--- config.mk ---
export PLATFORM = sky130hd
export DESIGN_NAME = regfile_sb
export DESIGN_NICKNAME = d
export VERILOG_FILES = /design/src/rtl/regfile_sb_pkg.sv /design/src/rtl/regfile_scoreboard.sv /design/src/rtl/regfile_sb.sv
export SDC_FILE = /design/constraint.sdc
export NUM_CORES = 2
export LEC_CHECK = 0
export CAP_MARGIN = 20
export CORE_MARGIN = 2
export CORE_UTILIZATION = 57
export DETAILED_ROUTE_END_ITERATION = 12
export PLACE_DENSITY = 0.8
export SETUP_SLACK_MARGIN = 0.02
export SLEW_MARGIN = 20
export SYNTH_ARGS = -nofsm -noshare
export SYNTH_HDL_FRONTEND = slang
export SYNTH_SLANG_ARGS = --single-unit
--- constraint.sdc ---
create_clock -name clk -period 33.3 [get_ports clk]
set_input_delay 3.33 -clock clk [delete_from_list [all_inputs] [get_ports clk]]
set_output_delay 3.33 -clock clk [all_outputs]
set_load 0.02 [all_outputs]
--- src/rtl/regfile_sb_pkg.sv ---
// -----------------------------------------------------------------------------
// regfile_sb_pkg
// Shared types and default sizes for the architectural register file and its
// scoreboard. The module parameters of regfile_sb default to these constants.
//   uop_reg_t : register index
//   uop_val_t : register data (XLEN bits)
//   rf_tag_t  : producer tag carried by reservations and writebacks
// -----------------------------------------------------------------------------
package regfile_sb_pkg;

  localparam int NREGS = 32;
  localparam int XLEN  = 32;
  localparam int TAG_W = 4;
  localparam int REG_W = $clog2(NREGS);

  typedef logic [REG_W-1:0] uop_reg_t;
  typedef logic [XLEN-1:0]  uop_val_t;
  typedef logic [TAG_W-1:0] rf_tag_t;

endpackage : regfile_sb_pkg

--- src/rtl/regfile_scoreboard.sv ---
// -----------------------------------------------------------------------------
// regfile_scoreboard
// Per-register busy bit and producer tag. A reservation sets busy and records
// the tag; a writeback whose tag matches the recorded one clears busy. A
// reservation and a writeback to the same register in one cycle leave the
// register reserved under the new tag. Register 0 is never busy.
// Ports:
//   clk, rst                    clock, asynchronous active-high reset
//   rsv_en_i/rsv_addr_i/rsv_tag_i  destination reservation
//   wr_en_i/wr_addr_i/wr_tag_i     writeback ports (highest index wins)
//   busy_o, tag_o               registered busy/tag state of every register
// -----------------------------------------------------------------------------
module regfile_scoreboard #(
  parameter  int NREGS  = regfile_sb_pkg::NREGS,
  parameter  int NWRITE = 1,
  parameter  int TAG_W  = regfile_sb_pkg::TAG_W,
  localparam int AW     = $clog2(NREGS)
) (
  input  logic                             clk,
  input  logic                             rst,
  input  logic                             rsv_en_i,
  input  logic [AW-1:0]                    rsv_addr_i,
  input  logic [TAG_W-1:0]                 rsv_tag_i,
  input  logic [NWRITE-1:0]                wr_en_i,
  input  logic [NWRITE-1:0][AW-1:0]        wr_addr_i,
  input  logic [NWRITE-1:0][TAG_W-1:0]     wr_tag_i,
  output logic [NREGS-1:0]                 busy_o,
  output logic [NREGS-1:0][TAG_W-1:0]      tag_o
);

  logic [NREGS-1:0]            busy_q, busy_d;
  logic [NREGS-1:0][TAG_W-1:0] tag_q,  tag_d;

  always_comb begin
    logic             hit;
    logic [TAG_W-1:0] hit_tag;
    // NOTE: combinational blocks use blocking '=' so later statements see the
    // updated value; every variable gets a default first so no latch is inferred.
    busy_d  = busy_q;
    tag_d   = tag_q;
    hit     = 1'b0;
    hit_tag = '0;
    for (int r = 1; r < NREGS; r++) begin
      // Select the writeback that owns register r (highest port index wins).
      hit     = 1'b0;
      hit_tag = '0;
      for (int w = 0; w < NWRITE; w++) begin
        if (wr_en_i[w] && wr_addr_i[w] == AW'(r)) begin
          hit     = 1'b1;
          hit_tag = wr_tag_i[w];
        end
      end
      if (rsv_en_i && rsv_addr_i == AW'(r)) begin
        // A new reservation outranks a completing producer in the same cycle.
        busy_d[r] = 1'b1;
        tag_d[r]  = rsv_tag_i;
      end else if (hit && busy_q[r] && hit_tag == tag_q[r]) begin
        // Only the most recent producer may release the register; stale
        // producers after a WAW leave it busy.
        busy_d[r] = 1'b0;
      end
    end
    busy_d[0] = 1'b0;
    tag_d[0]  = '0;
  end

  // NOTE: sequential state uses non-blocking '<=' so all flops update together.
  always_ff @(posedge clk or posedge rst) begin
    if (rst) begin
      busy_q <= '0;
      tag_q  <= '0;
    end else begin
      busy_q <= busy_d;
      tag_q  <= tag_d;
    end
  end

  assign busy_o = busy_q;
  assign tag_o  = tag_q;

endmodule : regfile_scoreboard

--- src/rtl/regfile_sb.sv ---
// -----------------------------------------------------------------------------
// regfile_sb
// Multi-port integer register file with a per-register scoreboard. Reads are
// combinational, writes and reservations take effect at the rising edge.
// Register 0 reads as zero and is never busy.
// Optional feature macro: REGFILE_BYPASS_EN -- when defined, a read that hits
// an enabled write address returns that write's data in the same cycle and
// reports not-busy if the write's tag releases the register.
// Ports:
//   clk, rst              clock, asynchronous active-high reset
//   rd_addr_i[NREAD]      read address per port
//   rd_val_o[NREAD]       read data per port
//   rd_busy_o[NREAD]      addressed register has an outstanding reservation
//   rsv_en_i/_addr_i/_tag_i  reserve a destination register with a tag
//   wr_en_i/_addr_i/_val_i/_tag_i[NWRITE]  writeback ports
// -----------------------------------------------------------------------------
module regfile_sb #(
  parameter  int NREGS  = regfile_sb_pkg::NREGS,
  parameter  int XLEN   = regfile_sb_pkg::XLEN,
  parameter  int NREAD  = 2,
  parameter  int NWRITE = 1,
  parameter  int TAG_W  = regfile_sb_pkg::TAG_W,
  localparam int AW     = $clog2(NREGS)
) (
  input  logic                          clk,
  input  logic                          rst,
  input  logic [NREAD-1:0][AW-1:0]      rd_addr_i,
  output logic [NREAD-1:0][XLEN-1:0]    rd_val_o,
  output logic [NREAD-1:0]              rd_busy_o,
  input  logic                          rsv_en_i,
  input  logic [AW-1:0]                 rsv_addr_i,
  input  logic [TAG_W-1:0]              rsv_tag_i,
  input  logic [NWRITE-1:0]             wr_en_i,
  input  logic [NWRITE-1:0][AW-1:0]     wr_addr_i,
  input  logic [NWRITE-1:0][XLEN-1:0]   wr_val_i,
  input  logic [NWRITE-1:0][TAG_W-1:0]  wr_tag_i
);

  logic [NREGS-1:0][XLEN-1:0]  value_q, value_d;
  logic [NREGS-1:0]            busy;
  logic [NREGS-1:0][TAG_W-1:0] tag;

  regfile_scoreboard #(
    .NREGS  (NREGS),
    .NWRITE (NWRITE),
    .TAG_W  (TAG_W)
  ) u_scoreboard (
    .clk        (clk),
    .rst        (rst),
    .rsv_en_i   (rsv_en_i),
    .rsv_addr_i (rsv_addr_i),
    .rsv_tag_i  (rsv_tag_i),
    .wr_en_i    (wr_en_i),
    .wr_addr_i  (wr_addr_i),
    .wr_tag_i   (wr_tag_i),
    .busy_o     (busy),
    .tag_o      (tag)
  );

  // Value array: ascending port loop makes the highest port win on collisions.
  always_comb begin
    value_d = value_q;
    for (int w = 0; w < NWRITE; w++) begin
      if (wr_en_i[w] && wr_addr_i[w] != '0) begin
        value_d[wr_addr_i[w]] = wr_val_i[w];
      end
    end
  end

  // NOTE: the array must clear on reset, so it is built from flops with an
  // asynchronous reset rather than from a RAM macro without one.
  always_ff @(posedge clk or posedge rst) begin
    if (rst) begin
      value_q <= '0;
    end else begin
      value_q <= value_d;
    end
  end

  // Read ports. Entry 0 of value_q and busy is never written, so r0 reads zero.
  always_comb begin
`ifdef REGFILE_BYPASS_EN
    logic             byp_hit;
    logic [TAG_W-1:0] byp_tag;
    byp_hit = 1'b0;
    byp_tag = '0;
`endif
    for (int p = 0; p < NREAD; p++) begin
      rd_val_o[p]  = value_q[rd_addr_i[p]];
      rd_busy_o[p] = busy[rd_addr_i[p]];
`ifdef REGFILE_BYPASS_EN
      byp_hit = 1'b0;
      byp_tag = '0;
      // Forwarding is suppressed during reset so outputs read as cleared.
      for (int w = 0; w < NWRITE; w++) begin
        if (!rst && wr_en_i[w] && rd_addr_i[p] != '0 && wr_addr_i[w] == rd_addr_i[p]) begin
          byp_hit     = 1'b1;
          byp_tag     = wr_tag_i[w];
          rd_val_o[p] = wr_val_i[w];
        end
      end
      // A same-cycle reservation of this register keeps the registered busy.
      if (byp_hit && byp_tag == tag[rd_addr_i[p]] &&
          !(rsv_en_i && rsv_addr_i == rd_addr_i[p])) begin
        rd_busy_o[p] = 1'b0;
      end
`endif
    end
  end

`ifndef REGFILE_BYPASS_EN
  // Tags are only consumed by the bypass path; keep them visibly intentional.
  logic unused_tag;
  assign unused_tag = ^tag;
`endif

endmodule : regfile_sb

==> results.cfg <==
[worst_setup_path]
worst_setup_path_start_kind = input port
reg2reg_setup_slack_ns = 31.97
r2r_end = u_scoreboard.busy_o[15]
r2r_start = u_scoreboard.tag_o[61]
critPathSlowestCell = nor4_1
path_buf_inv = 3
cp-end-kind = primary output
worstSetupPathType = in2out
path_max_fanout = 17
path_cells = clkdlybuf4s50_1, nor2b_1, nand2b_2, buf_4, o22ai_1, nor4_1, clkdlybuf4s50_1
path_delay_family = buffers and inverters
worstPathRequired_ns = 29.97
critical_path_arrival_ns = 7.50
reg2reg_depth = 4
crit_top_cell = clkdlybuf4s50_1
slowest_delay_ns = 0.92

[cells_and_area]
syn2layout_area_growth_pct = 10.12
drive_gt1_share_pct = 46.54
instances_no_fill = 5327
finish.instance_area_sq_um = 66590
num-fill-cells = 7336
fin_nets = 3901

[yosys]
synth.area.mux_share_pct = 40.43
syn_area_per_cell_sq_um = 15.30
async_reset_ff_share_pct = 100.0
synthTopCellsByArea = dfrtp_1 (49%), mux4_2 (19%), mux2_2 (18%)
synth_top_area_cell = dfrtp_1
synth_top_family_by_area = multiplexers
synth_warnings = 0
synth-compound-area-share_pct = 3.100
syn_nets = 4017
synth_cell_types = 43
yosys-top-cells-count = dfrtp_1 (1179), mux2_2 (988), mux4_2 (521), o22ai_1 (258), clkbuf_1 (215)
syn-cell-area_sq_um = 60470
synth_cells = 3953
yosysSeqAreaShare_pct = 48.79
synth-xor-area-share_pct = 1.796
synthAdderAreaFrac_pct = 0
synth_top_area_share_pct = 48.79
synth.most_common_cell = dfrtp_1
yosys_register_bits = 1179
synth_simple_gate_area_share_pct = 2.367
ys.flop_type = dfrtp_1
synth-edff-count = 0

[power_and_ir_drop]
comb_power_share_pct = 18.9
swShare_pct = 26.58
seq_power_share_pct = 46.3
ir_worst_vdd_v = 0.00007166
power.leakage_uw = 0.02839
p_switching_uw = 1105
total_power_uw = 4156
power_per_cell_area_nw_per_um2 = 62.41
p_clk_share_pct = 34.8
power.internal_uw = 3051

[floorplan]
die-area_sq_um = 108700
dieWidth_um = 329.7
core_sq_um = 105300
start_util_pct = 57.44
rows = 119
io_pins = 130
die_h_um = 329.7

[clock_tree]
cts.clk_slew.worst_paths_ns = 0.05
cts_root_buffer = clkbuf_16
clkLatencyLatePin_ns = 0.74
hold_buffers = 0
cts_made_buffers = 130
htree_levels = 4
clock_path_buffers = 3
cts_tree = built
cts_resized = 0
cts_sinks = 1179
cts_post_setup_buffers_inserted = 0

[detailed_routing]
first_pass_iters = 5
ant_nets = 0
vias = 38151
drt_iter0_drc = 4483
viasPerCell = 7.162
wl_um = 168800
drc = 0
wire_per_inst_um = 31.68

[timing]
fin_crit_sh_pct = 32.52
slew_violations = 0
worstMarginPinSlew_ns = 1.226
max-slew-margin-rel_pct = 17.52
finalHoldViolCount = 0
setup_violations = 0
fin_crit_ns = 10.83
timing.fmax_mhz = 92.34
rsz0062_at_grt = false
clock-skew-final_ns = 0.01482
final.setup.tns_ns = 0
fin_hold_ws_ns = 0.3912

[run]
maxCapViolCount = 0

[worst_hold_path]
min_to = value_q[15]
hold_depth = 0
min_path_type = reg2reg
worstHoldStart = value_q[15]

[grt]
grt_max_degree = 190
track_usage_pct = 31.75
grt.overflow.total = 0
grt_pass1_wl_um = 254600
grt_pass1_vias = 39562
antenna_found_initial = 6

[status]
outcome = complete, no violations

[placement]
place_inst = 5093
placed_area_sq_um = 62170
portBuffers = 129
place_congestion = 0.8020
dp_hpwl_um = 88320
[metrics by stage]
step	utilization (%)	worst slack, ns
finish	63.26	22.47
global route	63.25	22.35
CTS	63.15	22.30
detailed placement	59.06	22.28
global placement	59.06	22.35
floorplan	-	13.69
[layout make-up]
type                            count  area, sq um  share of cell area [%]
Tap cell                         1391         1740                   2.614
Clock inverter                     42        500.5                  0.7516
Antenna cell                        2        5.005                0.007516
Sequential cell                  1179        29500                   44.31
Clock buffer                      187         3802                   5.710
Timing Repair Buffer              194         1937                   2.909
Inverter                            2        11.26                 0.01691
Multi-Input combinational cell   2330        29090                   43.68
[power by group through the flow]
| stage | sequential [uW] | clock (uW) | combinational, uW |
|---|---|---|---|
| floorplan | 1870 | 0 | 638 |
| global placement | 1910 | 0 | 756 |
| detailed placement | 1930 | 0 | 781 |
| CTS | 1910 | 1460 | 787 |
| global route | 1950 | 1520 | 841 |
| finish | 1920 | 1450 | 786 |
[cells in the final DEF, fill, tap and decap left out, drive strengths merged, types with 2 or more instances in the layout]
cell and count:
or3 6, a21o 13, inv 7, nor4 79, o31a 2, xnor2 68, xor2 56, nand2b 11
bufinv 8, mux2 1123, nand2 56, clkbuf 187, nand3b 7, or2 3, nor2 32, mux4 521
nand3 12, o22ai 258, clkinvlp 4, nor3 5, clkinv 25, nand4 23, diode 2, clkdlybuf4s50 121
o21ai 20, dfrtp 1179, nand4b 5, nor2b 10, buf 73, mux2i 7, and3 2
[metal layers]
metal	vias up	share of wire (%)	track usage [%]
li1	15072	-	-
met1	20500	39	43.64
met2	2119	46	47.87
met3	454	10	8.233
met4	6	4.8	14.92
met5	-	0.021	0
[registers in the layout (all words and copies together) (netlist names)]
register,count
value_q,1024
u_scoreboard.busy_o,31
u_scoreboard.tag_o,124
[how the worst max path moves through the flow]
stage	from	end	slack, ns	cells after the start
3_3_place_gp	rd_addr_i[0]	rd_val_o[17]	22.35	7
3_5_place_dp	rd_addr_i[0]	rd_val_o[17]	22.28	7
6_report	rd_addr_i[5]	rd_val_o[62]	22.47	7
5_1_grt	rd_addr_i[0]	rd_val_o[16]	22.35	7
4_1_cts	rd_addr_i[0]	rd_val_o[17]	22.30	7
2_1_floorplan	rst	u_scoreboard.busy_o[10]	13.69	1
[kinds of logic after synthesis]
family / count (synthesis)
AO/OA/AOI/OAI: 298
XOR/XNOR: 124
buffers and inverters: 444
flip-flops: 1179
multiplexers: 1651
AND/OR/NAND/NOR: 257
Note: power is estimated with default switching activity, not from simulation.
